==> src/rtl/mips_mc_controller_pkg.sv <==
// Shared types, opcode constants and opcode-class helpers for the multicycle MIPS controller.
package mips_mc_pkg;

    typedef enum logic [3:0] {
        FETCH   = 4'd0,
        DECODE  = 4'd1,
        MEMADR  = 4'd2,
        MEMRD   = 4'd3,
        MEMWB   = 4'd4,
        MEMWR   = 4'd5,
        EXECUTE = 4'd6,
        ALUWB   = 4'd7,
        BRANCH  = 4'd8,
        IEXEC   = 4'd9,
        IWB     = 4'd10,
        JUMP    = 4'd11,
        JR      = 4'd12
    } state_t;

    localparam logic [5:0] OP_RTYPE = 6'b000000;
    localparam logic [5:0] OP_J     = 6'b000010;
    localparam logic [5:0] OP_JAL   = 6'b000011;
    localparam logic [5:0] OP_BEQ   = 6'b000100;
    localparam logic [5:0] OP_BNE   = 6'b000101;
    localparam logic [5:0] OP_BLEZ  = 6'b000110;
    localparam logic [5:0] OP_ADDI  = 6'b001000;
    localparam logic [5:0] OP_SLTI  = 6'b001010;
    localparam logic [5:0] OP_ANDI  = 6'b001100;
    localparam logic [5:0] OP_ORI   = 6'b001101;
    localparam logic [5:0] OP_XORI  = 6'b001110;
    localparam logic [5:0] OP_LUI   = 6'b001111;
    localparam logic [5:0] OP_LB    = 6'b100000;
    localparam logic [5:0] OP_LH    = 6'b100001;
    localparam logic [5:0] OP_LW    = 6'b100011;
    localparam logic [5:0] OP_LBU   = 6'b100100;
    localparam logic [5:0] OP_SB    = 6'b101000;
    localparam logic [5:0] OP_SH    = 6'b101001;
    localparam logic [5:0] OP_SW    = 6'b101011;
    localparam logic [5:0] FUNCT_JR = 6'b001000;

    typedef enum logic [2:0] {
        ALU_ADD   = 3'b000,
        ALU_SUB   = 3'b001,
        ALU_FUNCT = 3'b010,
        ALU_OR    = 3'b011,
        ALU_AND   = 3'b100,
        ALU_XOR   = 3'b101,
        ALU_SLT   = 3'b110,
        ALU_LUI   = 3'b111
    } aluop_t;

    localparam logic [1:0] SRCB_RT    = 2'b00;
    localparam logic [1:0] SRCB_FOUR  = 2'b01;
    localparam logic [1:0] SRCB_IMM   = 2'b10;
    localparam logic [1:0] SRCB_IMMSH = 2'b11;

    localparam logic [1:0] PC_ALU    = 2'b00;
    localparam logic [1:0] PC_ALUOUT = 2'b01;
    localparam logic [1:0] PC_JUMP   = 2'b10;
    localparam logic [1:0] PC_RS     = 2'b11;

    localparam logic [1:0] SIZE_WORD = 2'b00;
    localparam logic [1:0] SIZE_HALF = 2'b01;
    localparam logic [1:0] SIZE_BYTE = 2'b10;

    typedef struct packed {
        logic       pcwrite;
        logic       branch;
        logic       ne;
        logic       irwrite;
        logic       iord;
        logic       memwrite;
        logic [1:0] memsize;
        logic       lbu;
        logic       regwrite;
        logic       regdst;
        logic       memtoreg;
        logic       link;
        logic       alusrca;
        logic [1:0] alusrcb;
        logic       zext;
        aluop_t     aluop;
        logic [1:0] pcsrc;
        logic       instr_done;
        logic       illegal;
    } ctrl_t;

    function automatic logic is_load(input logic [5:0] op);
        return op inside {OP_LW, OP_LH, OP_LB, OP_LBU};
    endfunction

    function automatic logic is_store(input logic [5:0] op);
        return op inside {OP_SW, OP_SH, OP_SB};
    endfunction

    function automatic logic is_branch(input logic [5:0] op);
        return op inside {OP_BEQ, OP_BNE, OP_BLEZ};
    endfunction

    function automatic logic is_imm(input logic [5:0] op);
        return op inside {OP_ADDI, OP_ORI, OP_ANDI, OP_XORI, OP_SLTI, OP_LUI};
    endfunction

    function automatic logic is_jump(input logic [5:0] op);
        return op inside {OP_J, OP_JAL};
    endfunction

    function automatic logic op_legal(input logic [5:0] op);
        return (op == OP_RTYPE) || is_load(op) || is_store(op) || is_branch(op)
               || is_imm(op) || is_jump(op);
    endfunction

    function automatic logic [1:0] mem_size(input logic [5:0] op);
        case (op)
            OP_LW, OP_SW: return SIZE_WORD;
            OP_LH, OP_SH: return SIZE_HALF;
            default:      return SIZE_BYTE;
        endcase
    endfunction

    function automatic aluop_t imm_aluop(input logic [5:0] op);
        case (op)
            OP_ORI:  return ALU_OR;
            OP_ANDI: return ALU_AND;
            OP_XORI: return ALU_XOR;
            OP_SLTI: return ALU_SLT;
            OP_LUI:  return ALU_LUI;
            default: return ALU_ADD;
        endcase
    endfunction

    function automatic logic imm_zext(input logic [5:0] op);
        return op inside {OP_ORI, OP_ANDI, OP_XORI};
    endfunction

endpackage

==> src/rtl/mips_mc_controller_if.sv <==
// Controller <-> datapath bundle: IR fields and memory handshake in, control strobes and selects out.
interface mips_mc_controller_if;
    logic [5:0] op;
    logic [5:0] funct;
    logic       mem_ready;
    logic       pcwrite;
    logic       branch;
    logic       ne;
    logic       irwrite;
    logic       iord;
    logic       memwrite;
    logic [1:0] memsize;
    logic       lbu;
    logic       regwrite;
    logic       regdst;
    logic       memtoreg;
    logic       link;
    logic       alusrca;
    logic [1:0] alusrcb;
    logic       zext;
    logic [2:0] aluop;
    logic [1:0] pcsrc;
    logic       instr_done;
    logic       illegal;

    modport master (
        input  op, funct, mem_ready,
        output pcwrite, branch, ne, irwrite, iord, memwrite, memsize, lbu, regwrite, regdst,
               memtoreg, link, alusrca, alusrcb, zext, aluop, pcsrc, instr_done, illegal
    );

    modport slave (
        output op, funct, mem_ready,
        input  pcwrite, branch, ne, irwrite, iord, memwrite, memsize, lbu, regwrite, regdst,
               memtoreg, link, alusrca, alusrcb, zext, aluop, pcsrc, instr_done, illegal
    );
endinterface

==> src/rtl/mips_mc_controller_outdec.sv <==
// Combinational Moore decode of controller state (plus op and memory-ready) into the control vector.
module mc_ctrl_outdec
    import mips_mc_pkg::*;
(
    input  state_t     state_i,
    input  logic [5:0] op_i,
    input  logic       rdy_i,
    output ctrl_t      ctrl_o
);

    always_comb begin
        ctrl_o = '0;
        case (state_i)
            FETCH: begin
                ctrl_o.alusrcb = SRCB_FOUR;
                ctrl_o.aluop   = ALU_ADD;
                ctrl_o.pcsrc   = PC_ALU;
                ctrl_o.irwrite = rdy_i;
                ctrl_o.pcwrite = rdy_i;
            end
            DECODE: begin
                ctrl_o.alusrcb = SRCB_IMMSH;
                ctrl_o.aluop   = ALU_ADD;
                ctrl_o.illegal = !op_legal(op_i);
            end
            MEMADR: begin
                ctrl_o.alusrca = 1'b1;
                ctrl_o.alusrcb = SRCB_IMM;
                ctrl_o.aluop   = ALU_ADD;
            end
            MEMRD: begin
                ctrl_o.iord    = 1'b1;
                ctrl_o.memsize = mem_size(op_i);
                ctrl_o.lbu     = (op_i == OP_LBU);
            end
            MEMWB: begin
                ctrl_o.memtoreg   = 1'b1;
                ctrl_o.regwrite   = 1'b1;
                ctrl_o.instr_done = 1'b1;
            end
            MEMWR: begin
                // Strobe is held through wait states; completion marks the final cycle
                ctrl_o.iord       = 1'b1;
                ctrl_o.memwrite   = 1'b1;
                ctrl_o.memsize    = mem_size(op_i);
                ctrl_o.instr_done = rdy_i;
            end
            EXECUTE: begin
                ctrl_o.alusrca = 1'b1;
                ctrl_o.alusrcb = SRCB_RT;
                ctrl_o.aluop   = ALU_FUNCT;
            end
            ALUWB: begin
                ctrl_o.regdst     = 1'b1;
                ctrl_o.regwrite   = 1'b1;
                ctrl_o.instr_done = 1'b1;
            end
            BRANCH: begin
                ctrl_o.alusrca    = 1'b1;
                ctrl_o.alusrcb    = SRCB_RT;
                ctrl_o.aluop      = (op_i == OP_BLEZ) ? ALU_SLT : ALU_SUB;
                ctrl_o.pcsrc      = PC_ALUOUT;
                ctrl_o.branch     = 1'b1;
                ctrl_o.ne         = (op_i == OP_BNE);
                ctrl_o.instr_done = 1'b1;
            end
            IEXEC: begin
                ctrl_o.alusrca = 1'b1;
                ctrl_o.alusrcb = SRCB_IMM;
                ctrl_o.aluop   = imm_aluop(op_i);
                ctrl_o.zext    = imm_zext(op_i);
            end
            IWB: begin
                ctrl_o.regwrite   = 1'b1;
                ctrl_o.zext       = imm_zext(op_i);
                ctrl_o.instr_done = 1'b1;
            end
            JUMP: begin
                ctrl_o.pcsrc      = PC_JUMP;
                ctrl_o.pcwrite    = 1'b1;
                ctrl_o.regwrite   = (op_i == OP_JAL);
                ctrl_o.link       = (op_i == OP_JAL);
                ctrl_o.instr_done = 1'b1;
            end
            JR: begin
                ctrl_o.pcsrc      = PC_RS;
                ctrl_o.pcwrite    = 1'b1;
                ctrl_o.instr_done = 1'b1;
            end
            default: ;
        endcase
    end

endmodule

==> src/rtl/mips_mc_controller.sv <==
// Multicycle MIPS control FSM: state register, next-state logic and reset-gated control outputs.
// Optional MC_MEM_WAIT_EN: honour mem_ready wait states; otherwise memory states last one cycle.
module mips_mc_controller
    import mips_mc_pkg::*;
#(
    parameter logic [3:0] RESET_STATE = 4'd0
) (
    input logic                   clk,
    input logic                   reset,
    mips_mc_controller_if.master  bus
);

    state_t state_q, state_d;
    logic   rdy;
    ctrl_t  dec_ctrl;
    ctrl_t  out_ctrl;

`ifdef MC_MEM_WAIT_EN
    assign rdy = bus.mem_ready;
`else
    assign rdy = 1'b1;
`endif

    always_comb begin
        state_d = state_q;
        case (state_q)
            FETCH:   if (rdy) state_d = DECODE;
            DECODE: begin
                if (is_load(bus.op) || is_store(bus.op)) state_d = MEMADR;
                else if (bus.op == OP_RTYPE)             state_d = (bus.funct == FUNCT_JR) ? JR : EXECUTE;
                else if (is_branch(bus.op))              state_d = BRANCH;
                else if (is_imm(bus.op))                 state_d = IEXEC;
                else if (is_jump(bus.op))                state_d = JUMP;
                else                                     state_d = FETCH;
            end
            MEMADR:  state_d = is_store(bus.op) ? MEMWR : MEMRD;
            MEMRD:   if (rdy) state_d = MEMWB;
            MEMWR:   if (rdy) state_d = FETCH;
            EXECUTE: state_d = ALUWB;
            IEXEC:   state_d = IWB;
            default: state_d = FETCH;
        endcase
    end

    always_ff @(posedge clk) begin
        if (!reset) state_q <= state_t'(RESET_STATE);
        else        state_q <= state_d;
    end

    mc_ctrl_outdec u_outdec (
        .state_i (state_q),
        .op_i    (bus.op),
        .rdy_i   (rdy),
        .ctrl_o  (dec_ctrl)
    );

    // Gating by the raw reset input suppresses strobes in the cycle reset is seen
    assign out_ctrl = reset ? dec_ctrl : '0;

    assign bus.pcwrite    = out_ctrl.pcwrite;
    assign bus.branch     = out_ctrl.branch;
    assign bus.ne         = out_ctrl.ne;
    assign bus.irwrite    = out_ctrl.irwrite;
    assign bus.iord       = out_ctrl.iord;
    assign bus.memwrite   = out_ctrl.memwrite;
    assign bus.memsize    = out_ctrl.memsize;
    assign bus.lbu        = out_ctrl.lbu;
    assign bus.regwrite   = out_ctrl.regwrite;
    assign bus.regdst     = out_ctrl.regdst;
    assign bus.memtoreg   = out_ctrl.memtoreg;
    assign bus.link       = out_ctrl.link;
    assign bus.alusrca    = out_ctrl.alusrca;
    assign bus.alusrcb    = out_ctrl.alusrcb;
    assign bus.zext       = out_ctrl.zext;
    assign bus.aluop      = out_ctrl.aluop;
    assign bus.pcsrc      = out_ctrl.pcsrc;
    assign bus.instr_done = out_ctrl.instr_done;
    assign bus.illegal    = out_ctrl.illegal;

endmodule
==> src/flat_wrapper.sv <==
// flat-port wrapper written by rule: the top's interface ports become plain ports
module mips_mc_controller_flat import mips_mc_pkg::*;
#(
    parameter logic [3:0] RESET_STATE = 4'd0
)
  (clk, reset, bus_op, bus_funct, bus_mem_ready, bus_pcwrite, bus_branch, bus_ne, bus_irwrite, bus_iord, bus_memwrite, bus_memsize, bus_lbu, bus_regwrite, bus_regdst, bus_memtoreg, bus_link, bus_alusrca, bus_alusrcb, bus_zext, bus_aluop, bus_pcsrc, bus_instr_done, bus_illegal);
  mips_mc_controller_if bus_i ();
  input logic clk;
  input logic reset;
  input wire logic [$bits(bus_i.op)-1:0] bus_op;
  input wire logic [$bits(bus_i.funct)-1:0] bus_funct;
  input wire logic [$bits(bus_i.mem_ready)-1:0] bus_mem_ready;
  output wire logic [$bits(bus_i.pcwrite)-1:0] bus_pcwrite;
  output wire logic [$bits(bus_i.branch)-1:0] bus_branch;
  output wire logic [$bits(bus_i.ne)-1:0] bus_ne;
  output wire logic [$bits(bus_i.irwrite)-1:0] bus_irwrite;
  output wire logic [$bits(bus_i.iord)-1:0] bus_iord;
  output wire logic [$bits(bus_i.memwrite)-1:0] bus_memwrite;
  output wire logic [$bits(bus_i.memsize)-1:0] bus_memsize;
  output wire logic [$bits(bus_i.lbu)-1:0] bus_lbu;
  output wire logic [$bits(bus_i.regwrite)-1:0] bus_regwrite;
  output wire logic [$bits(bus_i.regdst)-1:0] bus_regdst;
  output wire logic [$bits(bus_i.memtoreg)-1:0] bus_memtoreg;
  output wire logic [$bits(bus_i.link)-1:0] bus_link;
  output wire logic [$bits(bus_i.alusrca)-1:0] bus_alusrca;
  output wire logic [$bits(bus_i.alusrcb)-1:0] bus_alusrcb;
  output wire logic [$bits(bus_i.zext)-1:0] bus_zext;
  output wire logic [$bits(bus_i.aluop)-1:0] bus_aluop;
  output wire logic [$bits(bus_i.pcsrc)-1:0] bus_pcsrc;
  output wire logic [$bits(bus_i.instr_done)-1:0] bus_instr_done;
  output wire logic [$bits(bus_i.illegal)-1:0] bus_illegal;
  assign bus_i.op = bus_op;
  assign bus_i.funct = bus_funct;
  assign bus_i.mem_ready = bus_mem_ready;
  assign bus_pcwrite = bus_i.pcwrite;
  assign bus_branch = bus_i.branch;
  assign bus_ne = bus_i.ne;
  assign bus_irwrite = bus_i.irwrite;
  assign bus_iord = bus_i.iord;
  assign bus_memwrite = bus_i.memwrite;
  assign bus_memsize = bus_i.memsize;
  assign bus_lbu = bus_i.lbu;
  assign bus_regwrite = bus_i.regwrite;
  assign bus_regdst = bus_i.regdst;
  assign bus_memtoreg = bus_i.memtoreg;
  assign bus_link = bus_i.link;
  assign bus_alusrca = bus_i.alusrca;
  assign bus_alusrcb = bus_i.alusrcb;
  assign bus_zext = bus_i.zext;
  assign bus_aluop = bus_i.aluop;
  assign bus_pcsrc = bus_i.pcsrc;
  assign bus_instr_done = bus_i.instr_done;
  assign bus_illegal = bus_i.illegal;
  mips_mc_controller #(.RESET_STATE(RESET_STATE)) u_core (.clk(clk), .reset(reset), .bus(bus_i));
endmodule
==> config.mk <==
export PLATFORM = sky130hd
export DESIGN_NAME = mips_mc_controller_flat
export DESIGN_NICKNAME = d
export VERILOG_FILES = /design/src/rtl/mips_mc_controller_pkg.sv /design/src/rtl/mips_mc_controller_if.sv /design/src/rtl/mips_mc_controller_outdec.sv /design/src/rtl/mips_mc_controller.sv /design/src/flat_wrapper.sv
export SDC_FILE = /design/constraint.sdc
export NUM_CORES = 1
export LEC_CHECK = 0
export CORE_ASPECT_RATIO = 1.2
export CORE_MARGIN = 10
export CORE_UTILIZATION = 44
export DETAILED_ROUTE_END_ITERATION = 6
export PLACE_DENSITY = 0.86
export SLEW_MARGIN = 20
export SYNTH_ARGS = -nofsm -noshare
export SYNTH_HDL_FRONTEND = slang
export SYNTH_HIERARCHICAL = 1
export SYNTH_SLANG_ARGS = --single-unit
==> constraint.sdc <==
create_clock -name clk -period 2.8 [get_ports clk]
set_input_delay 0.7 -clock clk [delete_from_list [all_inputs] [get_ports clk]]
set_output_delay 0.7 -clock clk [all_outputs]
set_load 0.02 [all_outputs]
## Yosys cells after proc, flatten, opt, wreduce, memory -nomap -nowiden

Index checks and enable logic that the tools add are counted.

- Register bits: 4
- Input bits: 15
- Output and inout port bits: 24
- Logic and storage cells: 86

- Eq/ne operators: 31
- Multiplexer cells: 30
- Reductions and logical operators: 24

Operator list:

| cell | number |
|---|---|
| == test 6 x 4 -> 1 bit, second input constant | 7 |
| == test 6 bit, second input constant | 7 |
| two-way mux 24 bit | 1 |
| two-way mux 4 bit | 6 |
| one-hot mux 4 bit (6 select lines) | 1 |
| == test 4 bit, second input constant | 5 |
| == test 6 x 3 -> 1 bit, second input constant | 3 |
| == test 4 x 3 -> 1 bit, second input constant | 4 |
| one-hot mux 3 bit (5 select lines) | 1 |
| == test 6 x 2 -> 1 bit, second input constant | 2 |
| two-way mux 1 bit | 12 |
| one-hot mux 2 bit (3 select lines) | 2 |
| OR reduction 2 bit | 5 |
| one-hot mux 3 bit (3 select lines) | 1 |
| nonzero test 3 bit | 3 |
| == test 4 x 2 -> 1 bit, second input constant | 2 |
| OR reduction 7 bit | 1 |
| zero test 6 bit | 1 |
| logical OR 1 bit | 6 |
| two-way mux 3 bit | 2 |
| nonzero test 6 bit | 1 |
| OR reduction 3 bit | 2 |
| == test 4 x 1 -> 1 bit, second input constant | 1 |
| zero test 4 bit | 1 |
| other kinds (7) | 8 |

## Longest topological paths before layout

- Depth after elaboration: 10
- Depth in mapped cells: 5
- Gate-level depth less buffers: 4

## Modules after synthesis

Netlist, hierarchy kept.

Modules (own cells, without submodules):

| module | times used | cells an instance | area each (µm²) | seq. area each (µm²) |
|---|---|---|---|---|
| mc_ctrl_outdec | 1 | 77 | 523.0 | 0.0 |
| mips_mc_controller | 1 | 70 | 486.7 | 80.1 |

## Worst setup path before layout

OpenSTA, ideal clock, no wires.

- Path kind: input to output
- Start point: in bus_op[3]
- End point: out bus_aluop[1]
- Data arrival time: 1.918 ns
- Required time: 2.100 ns
- Path slack: 0.182 ns
- Stages on the path: 5
- Path buffers: 1
- Cells stage by stage: buf_4 or3b_4 a2111oi_4 a211o_1 and2_1

RTL lines:

| what | line | RTL |
|---|---|---|
| start, declared | flat_wrapper.sv:10 | `input wire logic [$bits(bus_i.op)-1:0] bus_op;` |
| end, declared | flat_wrapper.sv:28 | `output wire logic [$bits(bus_i.aluop)-1:0] bus_aluop;` |

==> out/qor.txt <==
=================================================================================================
Result of the run                                                                       completed
Most frequent cells in the layout                                                    25 x sky130_fd_sc_hd__and2_1, 23 x sky130_fd_sc_hd__buf_4, 14 x sky130_fd_sc_hd__nor2_1
Clock slew at the register clock pins of the worst setup and hold paths                   0.03 ns
Top Registers                                                                        u_core/state_q (4)
CTS sink count                                                                                  4
Total internal power                                                                     0.184 mW
Critical Setup Path Class                                                            input pin to output port
Residual antenna-violating net count after detailed routing                                     0
Leakage power total                                                                      0.757 nW
Chip height                                                                               72.5 um
Power share of the combinational group                                                      53.4%
Reg power frac                                                                              21.4%
Sw frac                                                                                     38.0%
Post-layout min period                                                                    2.68 ns
Die area                                                                                4620 um^2
Fill count                                                                                    204
Number of global-route vias before repair                                                    1234
Port buffer count                                                                              37
Total of warnings raised by yosys                                                               6
Number of enable-type register cells in the synthesized netlist                                 0
Initial Util                                                                                47.7%
Total Nets Final                                                                              218
Initial antenna violation count                                                                 0
Top-level I/O count                                                                            39
Placer congestion estimate                                                                  0.917
Max FFs per register                                                                            4
Number of instances in the placed design                                                      228
Wire length of the first global-routing pass                                              5800 um
Net switching component of the power                                                     0.113 mW
Horiz. Die Dim                                                                            63.7 um
Clock group share of total power                                                            25.3%
Skew final                                                                             0.00904 ns
Number of DRC violations after detailed routing                                                 0
Antenna cells                                                                                   0
Fraction of the yosys area taken by sequential cells                                        7.93%
Routed len/inst                                                                           15.3 um
Setup repair after global routing missed its margin                                            no
Critical path startpoint category                                                       input pin
Crit-path max FO                                                                                4
Leading cell type in the layout, fill and taps excluded                              sky130_fd_sc_hd__and2_1
Synthesis-stage register bit count                                                              4
Achievable Freq                                                                         0.373 GHz
Global-route total usage across every layer                                                 14.7%
Latest clock arrival within the worst-skew pair                                           0.24 ns
Layout cell share with drive strength beyond 1                                              24.4%
Synthesized area                                                                        1010 um^2
Most used DFF post-synth                                                             sky130_fd_sc_hd__dfxtp_1
Final design area excluding fillers                                                     1550 um^2
Core region area                                                                        2120 um^2
Required time reported for the critical path endpoint                                     2.10 ns
Remaining Overflow, GRT                                                                         0
Synthesized area per cell                                                               6.87 um^2
Via count                                                                                    1298
Maximum number of pins on one net before global-route repair                                   28
Buffer cell driving the clock tree root                                              sky130_fd_sc_hd__clkbuf_4
Largest register by flop count                                                       u_core/state_q
Post-Place Worst Slack                                                                  -0.813 ns
Number of hold violations in the final report                                                   0
Max-slew violation total from the final report                                                  0
HP Class                                                                             flip-flop to flip-flop
Gate Count Post-Synth                                                                         147
CP arrival                                                                                1.98 ns
Max_cap viols                                                                                   0
Highest ir drop seen on vdd                                                              0.237 mV
Synth-to-layout area growth                                                                 53.9%
Initial detailed-routing violation count                                                       41
Number of detailed-route iterations in the first pass                                           4
Via-per-instance ratio                                                                       5.62
Fraction of registers with async set/reset                                                     0%
Dpl hpwl                                                                                  2810 um
Placed Instance Area                                                                    1550 um^2
CTS H-tree lvls                                                                                 1
Number of distinct library cell variants in the gate-level netlist after synthesis             49
Final wirelength                                                                          3530 um
Final worst setup slack                                                                  0.117 ns
Worst setup EP type                                                                   output port
Fin crit share                                                                              95.8%
PD cells                                                                              191 nW/um^2
Number of rows in the core area                                                                18
Maximum buffer depth of the clock tree                                                          2
TritonCTS clock tree                                                                         done
Setup-failing EPs final                                                                         0
Total CTS buffers                                                                               3
Non-filler cells, final                                                                       231
=================================================================================================
## final cells by class
| cell class | count | area (um^2) | share of cell area (%) |
|---|---|---|---|
| clock buffer | 3 | 22.5 | 1.45 |
| inverter | 6 | 22.5 | 1.45 |
| multi-input combinational | 129 | 887 | 57.1 |
| sequential | 4 | 80.1 | 5.15 |
| tap | 30 | 37.5 | 2.42 |
| timing repair buffer | 59 | 504 | 32.4 |
## power groups by stage
stage                     sequential, mW  clock [mW]  combinational (mW)
after floorplan                   0.0651           0              0.0824
after global placement            0.0643           0               0.157
after detailed placement          0.0643           0               0.162
after CTS                         0.0635      0.0775               0.159
after global routing              0.0641      0.0783               0.172
final                             0.0635      0.0751               0.159
## kinds of logic after synthesis
logic type	share of synthesized area (%)
AND/OR/NAND/NOR	56.8
multiplexers	0.991
XOR/XNOR	1.74
buffers and inverters	7.43
AO/OA/AOI/OAI	24.8
other	0.371
flip-flops	7.93
## Yosys cell counts (3+ instances only)
master	n	share of area, %
sky130_fd_sc_hd__a21o_1	3	2.2
sky130_fd_sc_hd__buf_2	3	1.5
sky130_fd_sc_hd__dfxtp_1	4	7.9
sky130_fd_sc_hd__inv_1	6	2.2
sky130_fd_sc_hd__nor2_1	14	5.2
sky130_fd_sc_hd__clkbuf_1	3	1.1
sky130_fd_sc_hd__nor2b_1	6	3.7
sky130_fd_sc_hd__nand2b_1	12	7.4
sky130_fd_sc_hd__a21oi_1	5	2.5
sky130_fd_sc_hd__nand4b_1	4	3.5
sky130_fd_sc_hd__and2_1	26	16
sky130_fd_sc_hd__nor3_1	7	3.5
sky130_fd_sc_hd__o21ai_0	4	2.0
sky130_fd_sc_hd__nand2_1	4	1.5
## worst max-delay path: stages
cell and delay [ns]:
sky130_fd_sc_hd__buf_2 0.12, sky130_fd_sc_hd__or4b_4 0.55, sky130_fd_sc_hd__a2111oi_4 0.24, sky130_fd_sc_hd__a211o_1 0.14
sky130_fd_sc_hd__and2_4 0.13, sky130_fd_sc_hd__buf_6 0.11
## metrics by stage
stage | setup TNS (ns) | hold WS (ns) | power (mW) | util, %
after floorplan | 0 | 0.479 | 0.147 | -
after global placement | -6.41 | 0.552 | 0.221 | 73.0
after detailed placement | -6.78 | 0.587 | 0.226 | 73.0
after CTS | -0.0132 | 0.600 | 0.300 | 74.0
after global routing | 0 | 0.648 | 0.314 | 73.4
final | 0 | 0.598 | 0.297 | 73.4
## per-layer routing
metal	wire [um]	global-route usage [%]	vias to the layer above	part of all wire, %
met5	0	0	-	0
met3	314	5.07	2	8.9
met2	1780	26.2	59	50
li1	-	-	641	-
met4	9	2.43	0	0.26
met1	1430	16.7	596	40
## path summary, 6_finish.rpt
check / from / end / slack, ns / depth (start not counted)
setup / recovery: bus_op[0] / bus_aluop[1] / 0.12 / 6
hold / removal: u_core/state_q[3] / u_core/state_q[3] / 0.60 / 2
setup reg to reg: u_core/state_q[0] / u_core/state_q[2] / 1.17 / 5
hold reg to reg: u_core/state_q[3] / u_core/state_q[3] / 0.60 / 2
## what timing repair did
action | 4_1_cts | 5_1_grt
pin swaps | 5 | 3
resized for setup | 69 | 8
endpoints found under the setup margin | 20 | 10
setup buffers | 1 | 0
hold buffers | 0 | 0
(Power assumes the default switching activity.)
